## src/rtl/bus_codes_pkg.sv

```systemverilog
// Shared bus codes for the register-transfer sequencer: source and
// destination code tables, the number of legal codes and the FSM states.
package bus_codes_pkg;

  localparam int N_BUS_CODES = 24;
  localparam int CODE_W      = 5;

  typedef logic [CODE_W-1:0] code_t;

  // Bus sources (out enables). Rn is SRC_R0 + n for n in 0..15.
  localparam code_t SRC_R0     = 5'd0;
  localparam code_t SRC_HI     = 5'd16;
  localparam code_t SRC_LO     = 5'd17;
  localparam code_t SRC_ZHIGH  = 5'd18;
  localparam code_t SRC_ZLOW   = 5'd19;
  localparam code_t SRC_PC     = 5'd20;
  localparam code_t SRC_MDR    = 5'd21;
  localparam code_t SRC_INPORT = 5'd22;
  localparam code_t SRC_C      = 5'd23;

  // Bus destinations (in enables). Rn is DST_R0 + n for n in 0..15.
  localparam code_t DST_R0      = 5'd0;
  localparam code_t DST_HI      = 5'd16;
  localparam code_t DST_LO      = 5'd17;
  localparam code_t DST_PC      = 5'd18;
  localparam code_t DST_MDR     = 5'd19;
  localparam code_t DST_MAR     = 5'd20;
  localparam code_t DST_IR      = 5'd21;
  localparam code_t DST_Y       = 5'd22;
  localparam code_t DST_OUTPORT = 5'd23;

  typedef enum logic [1:0] {
    IDLE,
    DRIVE,
    LATCH
  } xfer_state_t;

endpackage

```

## src/rtl/bus_xfer_sequencer_onehot_decode.sv

```systemverilog
// Code to one-hot decoder. Codes at or above N give an all-zero vector
// and valid=0, so an illegal code can never raise a strobe.
module onehot_decode #(
  parameter int N = 24,
  parameter int W = 5
) (
  input  logic [W-1:0] code,
  output logic [N-1:0] onehot,
  output logic         valid
);

  // Decode the code into a single set bit when it is in range.
  always_comb begin
    // NOTE: every output gets a default before the conditional write, so no
    // path leaves a value unassigned and no latch is inferred.
    onehot = '0;
    valid  = 1'b0;
    if (int'(code) < N) begin
      onehot[code] = 1'b1;
      valid        = 1'b1;
    end
  end

endmodule

```

## src/rtl/bus_xfer_sequencer.sv

```systemverilog
// Register-transfer sequencer: turns one (source, destination) request into
// a source strobe held for DRIVE_CYCLES settle cycles plus one latch cycle,
// with the destination strobe raised only in the latch cycle.
module bus_xfer_sequencer
  import bus_codes_pkg::*;
#(
  parameter int N_SRC        = N_BUS_CODES,
  parameter int N_DST        = N_BUS_CODES,
  parameter int DRIVE_CYCLES = 1
) (
  input  logic             clock,
  input  logic             clear,
  input  logic             req_valid,
  input  logic [4:0]       req_src,
  input  logic [4:0]       req_dst,
  output logic             req_ready,
  output logic [N_SRC-1:0] out_en,
  output logic [N_DST-1:0] in_en,
  output logic             xfer_done,
  output logic             xfer_err
);

  localparam logic [3:0] DRIVE_LOAD = 4'(DRIVE_CYCLES - 1);

  xfer_state_t      state;
  logic [3:0]       cnt;
  logic [N_DST-1:0] dst_q;
  logic             err_pend;

  logic [N_SRC-1:0] src_oh;
  logic [N_DST-1:0] dst_oh;
  logic             src_ok;
  logic             dst_ok;
  logic             accept;

  onehot_decode #(.N(N_SRC), .W(5)) u_src_dec (
    .code   (req_src),
    .onehot (src_oh),
    .valid  (src_ok)
  );

  onehot_decode #(.N(N_DST), .W(5)) u_dst_dec (
    .code   (req_dst),
    .onehot (dst_oh),
    .valid  (dst_ok)
  );

  assign accept = req_valid && req_ready;

  // Transfer FSM: settle counter, captured destination and all registered outputs.
  always_ff @(posedge clock) begin
    // NOTE: state is updated with non-blocking assignments only, so every
    // branch below reads the values from before this edge, and the later
    // assignment in a branch overrides the defaults at the top.
    if (clear) begin
      state     <= IDLE;
      cnt       <= '0;
      dst_q     <= '0;
      err_pend  <= 1'b0;
      out_en    <= '0;
      in_en     <= '0;
      xfer_done <= 1'b0;
      xfer_err  <= 1'b0;
      req_ready <= 1'b1;
    end else begin
      xfer_done <= 1'b0;
      xfer_err  <= err_pend;
      err_pend  <= 1'b0;
      req_ready <= 1'b1;
      case (state)
        IDLE, LATCH: begin
          state     <= IDLE;
          out_en    <= '0;
          in_en     <= '0;
          xfer_done <= (state == LATCH);
          if (accept) begin
            if (src_ok && dst_ok) begin
              state     <= DRIVE;
              out_en    <= src_oh;
              dst_q     <= dst_oh;
              cnt       <= DRIVE_LOAD;
              req_ready <= 1'b0;
            end else if (state == LATCH) begin
              // The done pulse owns the next cycle, so the error pulse
              // follows one cycle later; stall new requests for that cycle
              // so the two error reports cannot merge.
              err_pend  <= 1'b1;
              req_ready <= 1'b0;
            end else begin
              xfer_err  <= 1'b1;
            end
          end
        end
        DRIVE: begin
          req_ready <= 1'b0;
          if (cnt == '0) begin
            state     <= LATCH;
            in_en     <= dst_q;
            req_ready <= 1'b1;
          end else begin
            cnt <= cnt - 1'b1;
          end
        end
        default: state <= IDLE;
      endcase
    end
  end

endmodule

```

## config.mk

```make
export PLATFORM = sky130hd
export DESIGN_NAME = bus_xfer_sequencer
export DESIGN_NICKNAME = d
export VERILOG_FILES = /design/src/rtl/bus_codes_pkg.sv /design/src/rtl/bus_xfer_sequencer_onehot_decode.sv /design/src/rtl/bus_xfer_sequencer.sv
export SDC_FILE = /design/constraint.sdc
export NUM_CORES = 1
export LEC_CHECK = 0
export ABC_CLOCK_PERIOD_IN_PS = 1500
export BUFFER_PORTS_ARGS = -buffer_cell sky130_fd_sc_hd__buf_4
export CORE_ASPECT_RATIO = 1.25
export CORE_MARGIN = 4
export CORE_UTILIZATION = 40
export CTS_BUF_LIST = sky130_fd_sc_hd__clkbuf_8
export CTS_CLUSTER_SIZE = 24
export DETAILED_ROUTE_END_ITERATION = 10
export SYNTH_ARGS = -nofsm -noshare
export SYNTH_HDL_FRONTEND = slang
export SYNTH_SLANG_ARGS = --single-unit
```

## constraint.sdc

```tcl
create_clock -name clock -period 1.5 [get_ports clock]
set_input_delay 0.225 -clock clock [delete_from_list [all_inputs] [get_ports clock]]
set_output_delay 0.225 -clock clock [all_outputs]
set_load 0.05 [all_outputs]
```

# [After elaboration in Yosys (flattened, before gate mapping)]
# Cells that the tools add are included.
# Widths: inputs -> output; s select.
[op_classes] n_addsub=1 order_cmp=6 eq_ne=6 mux=30 bitwise_logic=2 n_reduce_logical=13
[ops] op="$mux 24" n=5
[ops] op="$pmux 24 s2" n=1
[ops] op="$mux 1" n=15
[ops] op="$lt 5x6->1 const B" n=2
[ops] op="$mux 4" n=3
[ops] op="$demux 1 s5" n=2
[ops] op="$ge 5x1->1 const B" n=2
[ops] op="$lt 5x5->1 const B" n=2
[ops] op="$ne 2x2->1 const B" n=4
[ops] op="$pmux 4 s2" n=1
[ops] op="$logic_and 1x1->1" n=4
[ops] op="$logic_not 4->1" n=1
[ops] op="$pmux 2 s2" n=1
[ops] op="$reduce_and 4->1" n=1
[ops] op="$reduce_or 2->1" n=2
[ops] op="$reduce_or 4->1" n=1
[ops] op="$sub 4x1->4 const B" n=1
[ops] op="$reduce_and 3->1" n=1
[ops] op="$eq 2x1->1 const B" n=1
[ops] op="$eq 2x2->1 const B" n=1
[ops] op="$logic_not 2->1" n=1
[ops] op="$mux 2" n=1
[ops] op="$not 1->1" n=2
[ops] op="$pmux 1 s2" n=1
[ops] op="other kinds (2)" n=2
[totals] reg_bits=82 inputBits=13 output_inout_bits=51 elab_cells=67

# [Logic depth before layout (Yosys ltp)]
# Gate-level depths: netlist of run 1.
[depth] depth_word=7 mapped_depth=6 mapped_depth_nobuf=6

# [By module]
# From an unflattened synthesis of run 1, not the netlist that was laid out.
[hier_totals] hier_cells=375 hier_area_um2=3293.2
[modules_own_cells] module="bus_xfer_sequencer" n_inst=1 cells_per_inst=303 area_each_um2=2950.3 seq_area_each_um2=1641.6
[modules_own_cells] module="onehot_decode at u_dst_dec" n_inst=1 cells_per_inst=36 area_each_um2=172.7 seq_area_each_um2=0.0
[modules_own_cells] module="onehot_decode at u_src_dec" n_inst=1 cells_per_inst=36 area_each_um2=170.2 seq_area_each_um2=0.0

# [Least setup slack after synthesis of run 1]
# OpenSTA, ideal clock, no wires.
[synth_timing] path_type="register to register" startpoint="reg req_ready" endpoint="reg dst_q[0]" setup_ns=0.071 t_arrival_ns=1.769 required_time_ns=1.429 path_slack_ns=-0.339 stages_incl_launch_ff=6 path_buffers=1 synth_period_minus_slack_ns=1.839 cell_sequence="dfxtp_1 nand3b_1 or2_4 buf_6 or3_1 a21oi_1"
[synth_via] elab_chain_len=2
[synth_rtl] element="from (decl)" line="bus_xfer_sequencer.sv:16" source="output logic req_ready,"
[synth_rtl] element="from (signal assigned)" line="bus_xfer_sequencer.sv:64" source="req_ready <= 1'b1;"
[synth_rtl] element="from (signal assigned)" line="bus_xfer_sequencer.sv:69" source="req_ready <= 1'b1;"
[synth_rtl] element="from (signal assigned)" line="bus_xfer_sequencer.sv:82" source="req_ready <= 1'b0;"
[synth_rtl] element="$logic_and 1x1->1" line="bus_xfer_sequencer.sv:48" source="assign accept = req_valid && req_ready;"
[synth_rtl] element="$reduce_and 3->1 (no source line)"
[synth_rtl] element="to (signal assigned)" line="bus_xfer_sequencer.sv:80" source="dst_q <= dst_oh;"
[synth_rtl] element="to (decl)" line="bus_xfer_sequencer.sv:27" source="logic [N_DST-1:0] dst_q;"
# Every way passes these cells.
# A chain may end at the register's enable or synchronous reset.

# [Worst setup path in the final report of run 1]
[layout_timing] startpoint="reg state[0]" endpoint="reg dst_q[2]"
[layout_via] elab_chain_len=3 elab_cells_between_ends=4 cone_classes="eq/ne (1); reduce/logical (3)"
[layout_rtl] element="from (decl)" line="bus_xfer_sequencer.sv:25" source="xfer_state_t state;"
[layout_rtl] element="from (signal assigned)" line="bus_xfer_sequencer.sv:56" source="state <= IDLE;"
[layout_rtl] element="from (signal assigned)" line="bus_xfer_sequencer.sv:72" source="state <= IDLE;"
[layout_rtl] element="from (signal assigned)" line="bus_xfer_sequencer.sv:78" source="state <= DRIVE;"
[layout_rtl] element="$eq 2x2->1 / $logic_not 2->1 (equally long branches)" line="bus_xfer_sequencer.sv:70" source="case (state)"
[layout_rtl] element="$reduce_or 2->1 (*)" line="bus_xfer_sequencer.sv:70"
[layout_rtl] element="$reduce_and 3->1 (no source line) (*)"
# Mark *: on every way between the ends. The rest lies on a longest branch, timed or not.

==> results of run 1 <==
## routing by layer
metal  part of all wire [%]  GRT usage [%]  vias up
met3                    7.3           5.84        9
met5                      0              0        -
met2                     47           26.0       69
met1                     44           20.3     1190
li1                       -              -     1297
met4                    1.3           6.22        0
## flip-flops by register name, indices dropped and copies added, names as in the netlist
signal	cells
err_pend	1
out_en	24
in_en	24
req_ready	1
state	2
dst_q	24
xfer_err	1
xfer_done	1
cnt	4
## power breakdown
group	internal [mW]	switching [mW]	leakage (nW)
clock	0.972	0.760	0.118
combinational	0.116	0.199	0.816
sequential	2.19	0.00694	0.662
total	3.28	0.965	1.60
## worst paths after layout
check	from	end	slack, ns	cells after the start
worst min-delay path	clear	dst_q[2]$_SDFFE_PP0P_	0.16	2
worst min register to register	out_en[14]$_SDFFE_PP0N_	out_en[14]$_SDFFE_PP0N_	0.46	2
worst max-delay path	state[0]$_SDFFE_PP0P_	dst_q[2]$_SDFFE_PP0P_	0.05	4
worst max register to register	state[0]$_SDFFE_PP0P_	dst_q[2]$_SDFFE_PP0P_	0.05	4
## Yosys cell counts (all sizes together) (2+ instances only)
cell type / count / area (sq um)
dfxtp: 82 / 1640
nor2: 35 / 131
nand2: 32 / 120
a21oi: 30 / 150
a22o: 26 / 228
or3: 25 / 156
a32oi: 16 / 140
clkbuf: 16 / 60.1
buf: 6 / 47.5
a22oi: 5 / 37.5
nand4: 5 / 31.3
nand2b: 4 / 25.0
nand3b: 4 / 30.0
inv: 3 / 11.3
nor2b: 3 / 18.8
nor3: 3 / 20.0
nor3b: 3 / 22.5
ha: 2 / 25.0
or2: 2 / 15.0
## cells by family after synthesis
| group | Yosys count | synth area share, % |
|---|---|---|
| and+or+nand+nor | 122 | 20.6 |
| AOI/OAI and AO/OA | 82 | 19.9 |
| DFF | 82 | 54.8 |
| buffers and inverters | 25 | 3.96 |
| adders and majority gates | 2 | 0.835 |
## through the flow
stage          hold slack [ns]  worst slack, ns  total power [mW]  TNS [ns]  instances
4_1_cts                  0.142         0.000627              4.29         0        490
6_report                 0.163           0.0462              4.24         0        490
3_3_place_gp             0.445          -0.0145              2.55   -0.0208        472
3_5_place_dp             0.449          -0.0624              2.55    -0.187        472
5_1_grt                  0.151          -0.0129              4.41   -0.0493        490
2_1_floorplan            0.356          -0.0539              2.42    -0.159        313
## final cells by class
type | instances | area [sq um]
clock buffers | 10 | 138
clock inverters | 6 | 80.1
flip-flops and latches | 82 | 1650
multi-input cells | 206 | 1280
well taps | 92 | 115
fillers | 713 | 3380
inverters | 3 | 11.3
repair buffers | 91 | 708
## critical path: stages, from the launching register on
cell and delay (ns):
dfxtp_2 0.33, nand3b_1 0.18, or2_4 0.36, or3_4 0.40, a21oi_2 0.13
## what timing repair did
action                     4_1_cts  5_1_grt
setup buffers                    2        0
pin swaps                        1        6
resized for setup                0       13
setup endpoints to repair        1       30
==> flow_metrics.py, run 1 <==
metrics = {
    "cts": {
        "cts_hold_buf": 0,
        "root_buffer": "clkbuf_8",
        "ctsLongestPathBuffers": 2,
        "cts_tree": "yes",
        "clkTransAtPathRegs_ns": 0.07,
        "insertion_delay_ns": 0.35,
        "clock_sinks": 82,
        "cts_buffers": 9,
        "htreeDepth": 3,
    },
    "timing": {
        "final_hold_viol_count": 0,
        "slew_headroom_pct": 67.2,
        "fmax_ghz": 0.688,
        "setup_viol": 0,
        "finClkSkew_ns": 0.0122,
        "rsz0062_at_grt": "true",
        "post-route-period-util_pct": 96.9,
        "slew_viol_final": 0,
        "min_period_ns": 1.45,
        "worstMarginPinSlew_ns": 0.490,
    },
    "placed_design": {
        "dp_hpwl_um": 5030,
        "port_buffers": 63,
        "placed_area_sq_mm": 0.00370,
        "gp_congestion": 0.735,
    },
    "synth": {
        "ys_types": 34,
        "async_flop_share_pct": 0,
        "synthCells": 313,
        "syn_nets": 328,
        "ys_seq_area_share_pct": 54.8,
        "synth.avg_cell_area_sq_um": 9.58,
        "synth-main-ff-cell": "dfxtp_1",
        "ys_ff_latch": 82,
        "synth_area_sq_mm": 0.00300,
        "synth_edf_count": 0,
        "yosys_warnings": 0,
    },
    "detailed_routing": {
        "route.detailed.wl_per_inst_um": 14.7,
        "firstDrtPassIters": 4,
        "drtAntennaViolNets": 0,
        "drt_iter0_markers": 122,
        "vias": 2565,
        "routed_wirelength_um": 7200,
        "vias_per_cell": 5.23,
        "remaining_drc_errors": 0,
    },
    "grt": {
        "track_usage_pct": 16.4,
        "antenna_found_initial": 0,
        "first_global_vias": 2476,
        "grt_max_degree": 34,
        "grt_pass1_wl_um": 11800,
        "grt-ovfl-total": 0,
    },
    "layout": {
        "nets": 408,
        "drive_above_1_share_pct": 31.2,
        "fin_area_sq_mm": 0.00398,
        "mostFrequentLayoutCell": "buf_4",
        "utilization_pct": 54.1,
        "area_growth_pct": 32.8,
        "diodes": 0,
        "final_cell_mix": "buf_4, dfxtp_1, nand2_1, nor2_1, a21oi_1",
    },
    "critical_path": {
        "cp_max_fo": 33,
        "cp.arrival_ns": 1.74,
        "end_kind": "register",
        "worstPathRequired_ns": 1.78,
        "critical_path_class": "reg -> reg",
        "start_kind": "register",
    },
    "floorplanning": {
        "rows": 35,
        "start_util_pct": 40.7,
        "dieArea_sq_mm": 0.00895,
        "core_area_sq_mm": 0.00736,
        "die_h_um": 105,
        "num_io_pins": 64,
        "die_w_um": 85.4,
    },
    "outcome": {
        "status": "finished clean",
    },
    "power_and_ir_drop": {
        "irDropWorstVdd_mv": 0.596,
        "power_density_mw_per_mm2": 1070,
        "p_leak_nw": 1.60,
    },
    "run": {
        "maxCapViolCount": 0,
    },
    "min_path": {
        "hp-class": "in -> reg",
    },
}
(Power assumes the default switching activity.)
==> run 2: changes to the inputs <==
--- a/config.mk
+++ b/config.mk
@@ -5,7 +5,7 @@
 export SDC_FILE = /design/constraint.sdc
 export NUM_CORES = 1
 export LEC_CHECK = 0
-export ABC_CLOCK_PERIOD_IN_PS = 1500
+export ABC_CLOCK_PERIOD_IN_PS = 1300
 export BUFFER_PORTS_ARGS = -buffer_cell sky130_fd_sc_hd__buf_4
 export CORE_ASPECT_RATIO = 1.25
 export CORE_MARGIN = 4
==> constraint.sdc (replaced) <==
create_clock -name clock -period 1.3 [get_ports clock]
set_input_delay 0.195 -clock clock [delete_from_list [all_inputs] [get_ports clock]]
set_output_delay 0.195 -clock clock [all_outputs]
set_load 0.05 [all_outputs]
==> run 2 against run 1 <==
Critical path type unchanged. Worst setup slack got worse by 0.20 ns. Largest power group unchanged. Clock power rose by 12%. Die area unchanged. Design area grew 7.1%. Maximum frequency down 0.29%. Register-to-register slack got worse by 0.20 ns. Critical path depth unchanged. Power rose by 16%. The flow now finishes with violations (negative setup slack). First-iteration DRC count shrank 20%. Hold slack got worse by 0.026 ns. Global-route usage decreased by 0.24 points.
==> flow_metrics.py, run 2 (synthesis results as in run 1) <==
metrics = {
    "timing": {
        "worstMarginPinSlew_ns": 0.298,
        "finClkSkew_ns": 0.0140,
        "fmax_ghz": 0.686,
        "post-route-period-util_pct": 112,
        "final_hold_viol_count": 0,
        "slew_viol_final": 0,
        "setup_viol": 59,
        "slew_headroom_pct": 80.1,
        "rsz0062_at_grt": "true",
        "fin_ws_ns": -0.158,
        "fin_setup_tns_ns": -4.28,
        "min_period_ns": 1.46,
    },
    "layout": {
        "multi_input_area_sq_mm": 0.00136,
        "post_layout_nonfiller_instances": 509,
        "area_growth_pct": 42.2,
        "final_cell_mix": "buf_4, dfxtp_1, nand2_1, nor2_1",
        "fill_cells": 644,
        "top_regs": "dst_q: 24 flops, in_en: 24 flops, out_en: 24 flops",
        "utilization_pct": 58.0,
        "seq_area_sq_mm": 0.00165,
        "diodes": 0,
        "nets": 427,
        "mostFrequentLayoutCell": "buf_4",
        "drive_above_1_share_pct": 36.2,
    },
    "floorplanning": {
        "die_w_um": 85.4,
        "dieArea_sq_mm": 0.00895,
        "core_area_sq_mm": 0.00736,
        "die_h_um": 105,
        "start_util_pct": 40.7,
        "rows": 35,
        "num_io_pins": 64,
    },
    "detailed_routing": {
        "vias_per_cell": 5.31,
        "drt_iter0_markers": 98,
        "vias": 2702,
        "routed_wirelength_um": 8120,
        "drtAntennaViolNets": 0,
        "firstDrtPassIters": 4,
        "remaining_drc_errors": 0,
        "route.detailed.wl_per_inst_um": 16.0,
    },
    "grt": {
        "antenna_found_initial": 0,
        "grt-ovfl-total": 0,
        "track_usage_pct": 16.2,
        "grt_max_degree": 45,
        "first_global_vias": 2502,
        "grt_pass1_wl_um": 11800,
    },
    "critical_path": {
        "start_kind": "register",
        "worstPathRequired_ns": 1.57,
        "critical_path_class": "reg -> reg",
        "cp_max_fo": 16,
        "end_kind": "register",
        "cp.arrival_ns": 1.73,
    },
    "cts": {
        "cts_hold_buf": 0,
        "htreeDepth": 3,
        "insertion_delay_ns": 0.36,
        "root_buffer": "clkbuf_8",
        "clkTransAtPathRegs_ns": 0.10,
        "cts_tree": "yes",
        "cts_buffers": 9,
        "ctsLongestPathBuffers": 2,
        "clock_sinks": 82,
    },
    "power_and_ir_drop": {
        "power_density_mw_per_mm2": 1150,
        "irDropWorstVdd_mv": 0.736,
        "p_leak_nw": 1.70,
        "finalPower_mw": 4.91,
    },
    "run": {
        "maxCapViolCount": 0,
    },
    "min_path": {
        "hp-class": "in -> reg",
    },
    "outcome": {
        "status": "complete, but fails checks",
        "violations": "negative setup slack",
    },
    "placed_design": {
        "dp_hpwl_um": 5090,
        "dp_cells": 483,
        "gp_congestion": 0.793,
        "port_buffers": 63,
    },
}
==> run 2: cell types whose count changed in the layout (fill, tap and decap cells not counted), moves of 3 or more <==
cell,previous run,this run
buf_6,0,3
buf_4,89,97
inv_1,4,1
inv_6,0,3
clkbuf_16,0,3
==> run 2: layer usage <==
metal  wire (um)  part of all wire [%]  up-vias  GRT usage [%]
met2        4080                    50       72           26.2
met3         509                   6.3       11           4.81
li1            -                     -     1334              -
met5           0                     0        -              0
met1        3420                    42     1285           20.3
met4         107                   1.3        0           5.43
==> run 2: final timing paths <==
| check | start | end | slack (ns) | cells past startpoint |
|---|---|---|---|---|
| max | state[0]$_SDFFE_PP0P_ | dst_q[10]$_SDFFE_PP0P_ | -0.16 | 4 |
| min | clear | dst_q[2]$_SDFFE_PP0P_ | 0.14 | 2 |
| max reg2reg | state[0]$_SDFFE_PP0P_ | dst_q[10]$_SDFFE_PP0P_ | -0.16 | 4 |
| min reg2reg | out_en[14]$_SDFFE_PP0N_ | out_en[14]$_SDFFE_PP0N_ | 0.45 | 2 |
==> run 2: worst max-delay path, cell delays in order (launching register included) <==
cell and delay (ns):
dfxtp_1 0.31, nand3b_1 0.23, or2_4 0.35, or3_1 0.33, a21oi_1 0.15
==> run 2: what timing repair did <==
| action | CTS | global route |
|---|---|---|
| setup endpoints to repair | 53 | 67 |
| buffers inserted | 0 | 4 |
| gates resized for setup | 5 | 17 |
| pin swaps | 2 | 6 |
| cloned | 0 | 6 |
==> run 2: layout make-up <==
class	count	share of cell area, %
Clock buffer	9	2.90
Tap cell	92	2.70
Clock inverter	7	1.97
Inverter	3	0.264
Sequential cell	82	38.6
Timing Repair Buffer	108	21.7
Multi-Input combinational cell	208	31.8
==> run 2: report_power, final <==
group / total [mW] / internal (mW) / leakage [nW] / switching, mW
logic: 0.446 / 0.186 / 0.939 / 0.261
registers: 2.53 / 2.52 / 0.662 / 0.00729
clock network: 1.93 / 0.925 / 0.103 / 1.01
==> run 2: through the flow <==
step                area, sq um  setup WS [ns]  hold WS [ns]
global route               4260         -0.202         0.142
CTS                        4060         -0.104         0.140
floorplan                  3070         -0.240         0.326
finish                     4260         -0.158         0.137
detailed placement         3830         -0.176         0.447
global placement           3830         -0.165         0.445
==> run 3: changes to the inputs <==
--- a/config.mk
+++ b/config.mk
@@ -13,6 +13,7 @@
 export CTS_BUF_LIST = sky130_fd_sc_hd__clkbuf_8
 export CTS_CLUSTER_SIZE = 24
 export DETAILED_ROUTE_END_ITERATION = 10
+export MAX_ROUTING_LAYER = met4
 export SYNTH_ARGS = -nofsm -noshare
 export SYNTH_HDL_FRONTEND = slang
 export SYNTH_SLANG_ARGS = --single-unit
==> run 3 against run 2 <==
The flow still finishes with violations (negative setup slack). Largest cell class unchanged. Non-clock buffer count unchanged. Die area unchanged. Sequential power about the same.
==> flow_metrics.py, run 3 (synthesis results as in run 1) <==
metrics = {
    "outcome": {
        "status": "complete, but fails checks",
        "violations": "negative setup slack",
    },
    "critical_path": {
        "cp.depth": 4,
        "crit_chain": "nand3b_1 -> or2_4 -> or3_1 -> a21oi_2",
        "critPathSlowestCell": "or3_1",
        "critical-path-max-stage-delay_ns": 0.39,
        "crit_buf_inv": 0,
        "critical_path_class": "reg -> reg",
        "cp.arrival_ns": 1.73,
        "start_kind": "register",
        "cp_max_fo": 9,
        "end_kind": "register",
        "reg2reg_depth": 4,
        "worstPathRequired_ns": 1.60,
        "crit_family": "simple AND/OR/NAND/NOR gates",
    },
    "floorplanning": {
        "die_w_um": 85.4,
        "start_util_pct": 40.7,
        "core_area_sq_mm": 0.00736,
        "dieArea_sq_mm": 0.00895,
        "num_io_pins": 64,
        "die_h_um": 105,
        "rows": 35,
    },
    "min_path": {
        "hp-class": "in -> reg",
        "min_path_cells": 2,
    },
    "layout": {
        "utilization_pct": 58.0,
        "top_regs": "dst_q: 24 flops, in_en: 24 flops, out_en: 24 flops",
        "diodes": 0,
        "nets": 427,
        "area_growth_pct": 42.2,
        "drive_above_1_share_pct": 36.2,
        "final_cell_mix": "buf_4, dfxtp_1, nand2_1, nor2_1",
        "mostFrequentLayoutCell": "buf_4",
    },
    "detailed_routing": {
        "firstDrtPassIters": 4,
        "routed_wirelength_um": 8130,
        "vias_per_cell": 5.30,
        "vias": 2696,
        "drtAntennaViolNets": 0,
        "drt_iter0_markers": 89,
        "route.detailed.wl_per_inst_um": 16.0,
        "remaining_drc_errors": 0,
    },
    "grt": {
        "first_global_vias": 2502,
        "grt_pass1_wl_um": 11800,
        "antenna_found_initial": 0,
        "grt-ovfl-total": 0,
        "grt_max_degree": 45,
        "track_usage_pct": 16.6,
    },
    "power_and_ir_drop": {
        "power_density_mw_per_mm2": 1150,
        "p_leak_nw": 1.70,
        "irDropWorstVdd_mv": 0.736,
    },
    "timing": {
        "slew_headroom_pct": 80.3,
        "min_period_ns": 1.43,
        "final_hold_viol_count": 0,
        "slew_viol_final": 0,
        "fin_setup_tns_ns": -4.33,
        "fin_ws_ns": -0.128,
        "post-route-period-util_pct": 110,
        "rsz0062_at_grt": "true",
        "worstMarginPinSlew_ns": 0.295,
        "fmax_ghz": 0.701,
        "setup_viol": 59,
        "finClkSkew_ns": 0.0137,
    },
    "cts": {
        "ctsLongestPathBuffers": 2,
        "cts_tree": "yes",
        "clkTransAtPathRegs_ns": 0.10,
        "cts_buffers": 9,
        "htreeDepth": 3,
        "clock_sinks": 82,
        "root_buffer": "clkbuf_8",
        "insertion_delay_ns": 0.36,
    },
    "placed_design": {
        "dp_hpwl_um": 5090,
        "gp_congestion": 0.804,
        "port_buffers": 63,
    },
    "run": {
        "maxCapViolCount": 0,
    },
}
-- run 3: cell counts in the layout (fill, tap and decap cells not counted) --
Identical to the previous run, type by type.
-- run 3: stage by stage --
stage	total power, mW	hold slack, ns	instances	instance area, sq um	setup WS (ns)
floorplan	2.80	0.326	313	3070	-0.240
global placement	2.97	0.445	483	3830	-0.165
detailed placement	2.97	0.447	483	3830	-0.176
CTS	4.89	0.140	499	4060	-0.104
global route	5.09	0.142	509	4260	-0.202
finish	4.91	0.135	509	4260	-0.128
-- run 3: final timing paths --
check                           slack, ns                      end               startpoint
worst min register to register       0.45  out_en[14]$_SDFFE_PP0N_  out_en[14]$_SDFFE_PP0N_
worst min-delay path                 0.14    dst_q[2]$_SDFFE_PP0P_                    clear
worst max register to register      -0.13    dst_q[2]$_SDFFE_PP0P_    state[0]$_SDFFE_PP0P_
worst max-delay path                -0.13    dst_q[2]$_SDFFE_PP0P_    state[0]$_SDFFE_PP0P_
-- run 3: repair_timing --
item,CTS,global route
gates cloned,0,6
gates resized for setup,5,17
setup buffers,0,4
endpoints found under the setup margin,53,68
hold buffers,0,0
pin swaps,2,6
-- run 3: layout make-up --
| class | instances | area (sq um) |
|---|---|---|
| Sequential cell | 82 | 1650 |
| Multi-Input combinational cell | 208 | 1360 |
| Clock buffer | 9 | 124 |
| Inverter | 3 | 11.3 |
| Timing Repair Buffer | 108 | 927 |
| Tap cell | 92 | 115 |
| Clock inverter | 7 | 83.8 |
| Fill cell | 644 | 3090 |
-- run 3: worst register-to-register path: stages (launching register included) --
cell	delay, ns
dfxtp_1	0.31
nand3b_1	0.23
or2_4	0.33
or3_1	0.39
a21oi_2	0.11
-- run 3: per-layer routing --
| layer | up-vias | part of all wire (%) | track usage [%] |
|---|---|---|---|
| met5 | - | 0 | - |
| met4 | 0 | 0.84 | 5.43 |
| met3 | 10 | 5.9 | 4.26 |
| met2 | 75 | 50 | 26.3 |
| met1 | 1276 | 43 | 20.6 |
| li1 | 1335 | - | - |
-- run 3: where the power goes --
part | leakage (nW) | internal (mW) | switching, mW
logic | 0.939 | 0.186 | 0.262
clock network | 0.103 | 0.925 | 1.01
registers | 0.662 | 2.52 | 0.00727
total | 1.70 | 3.63 | 1.28
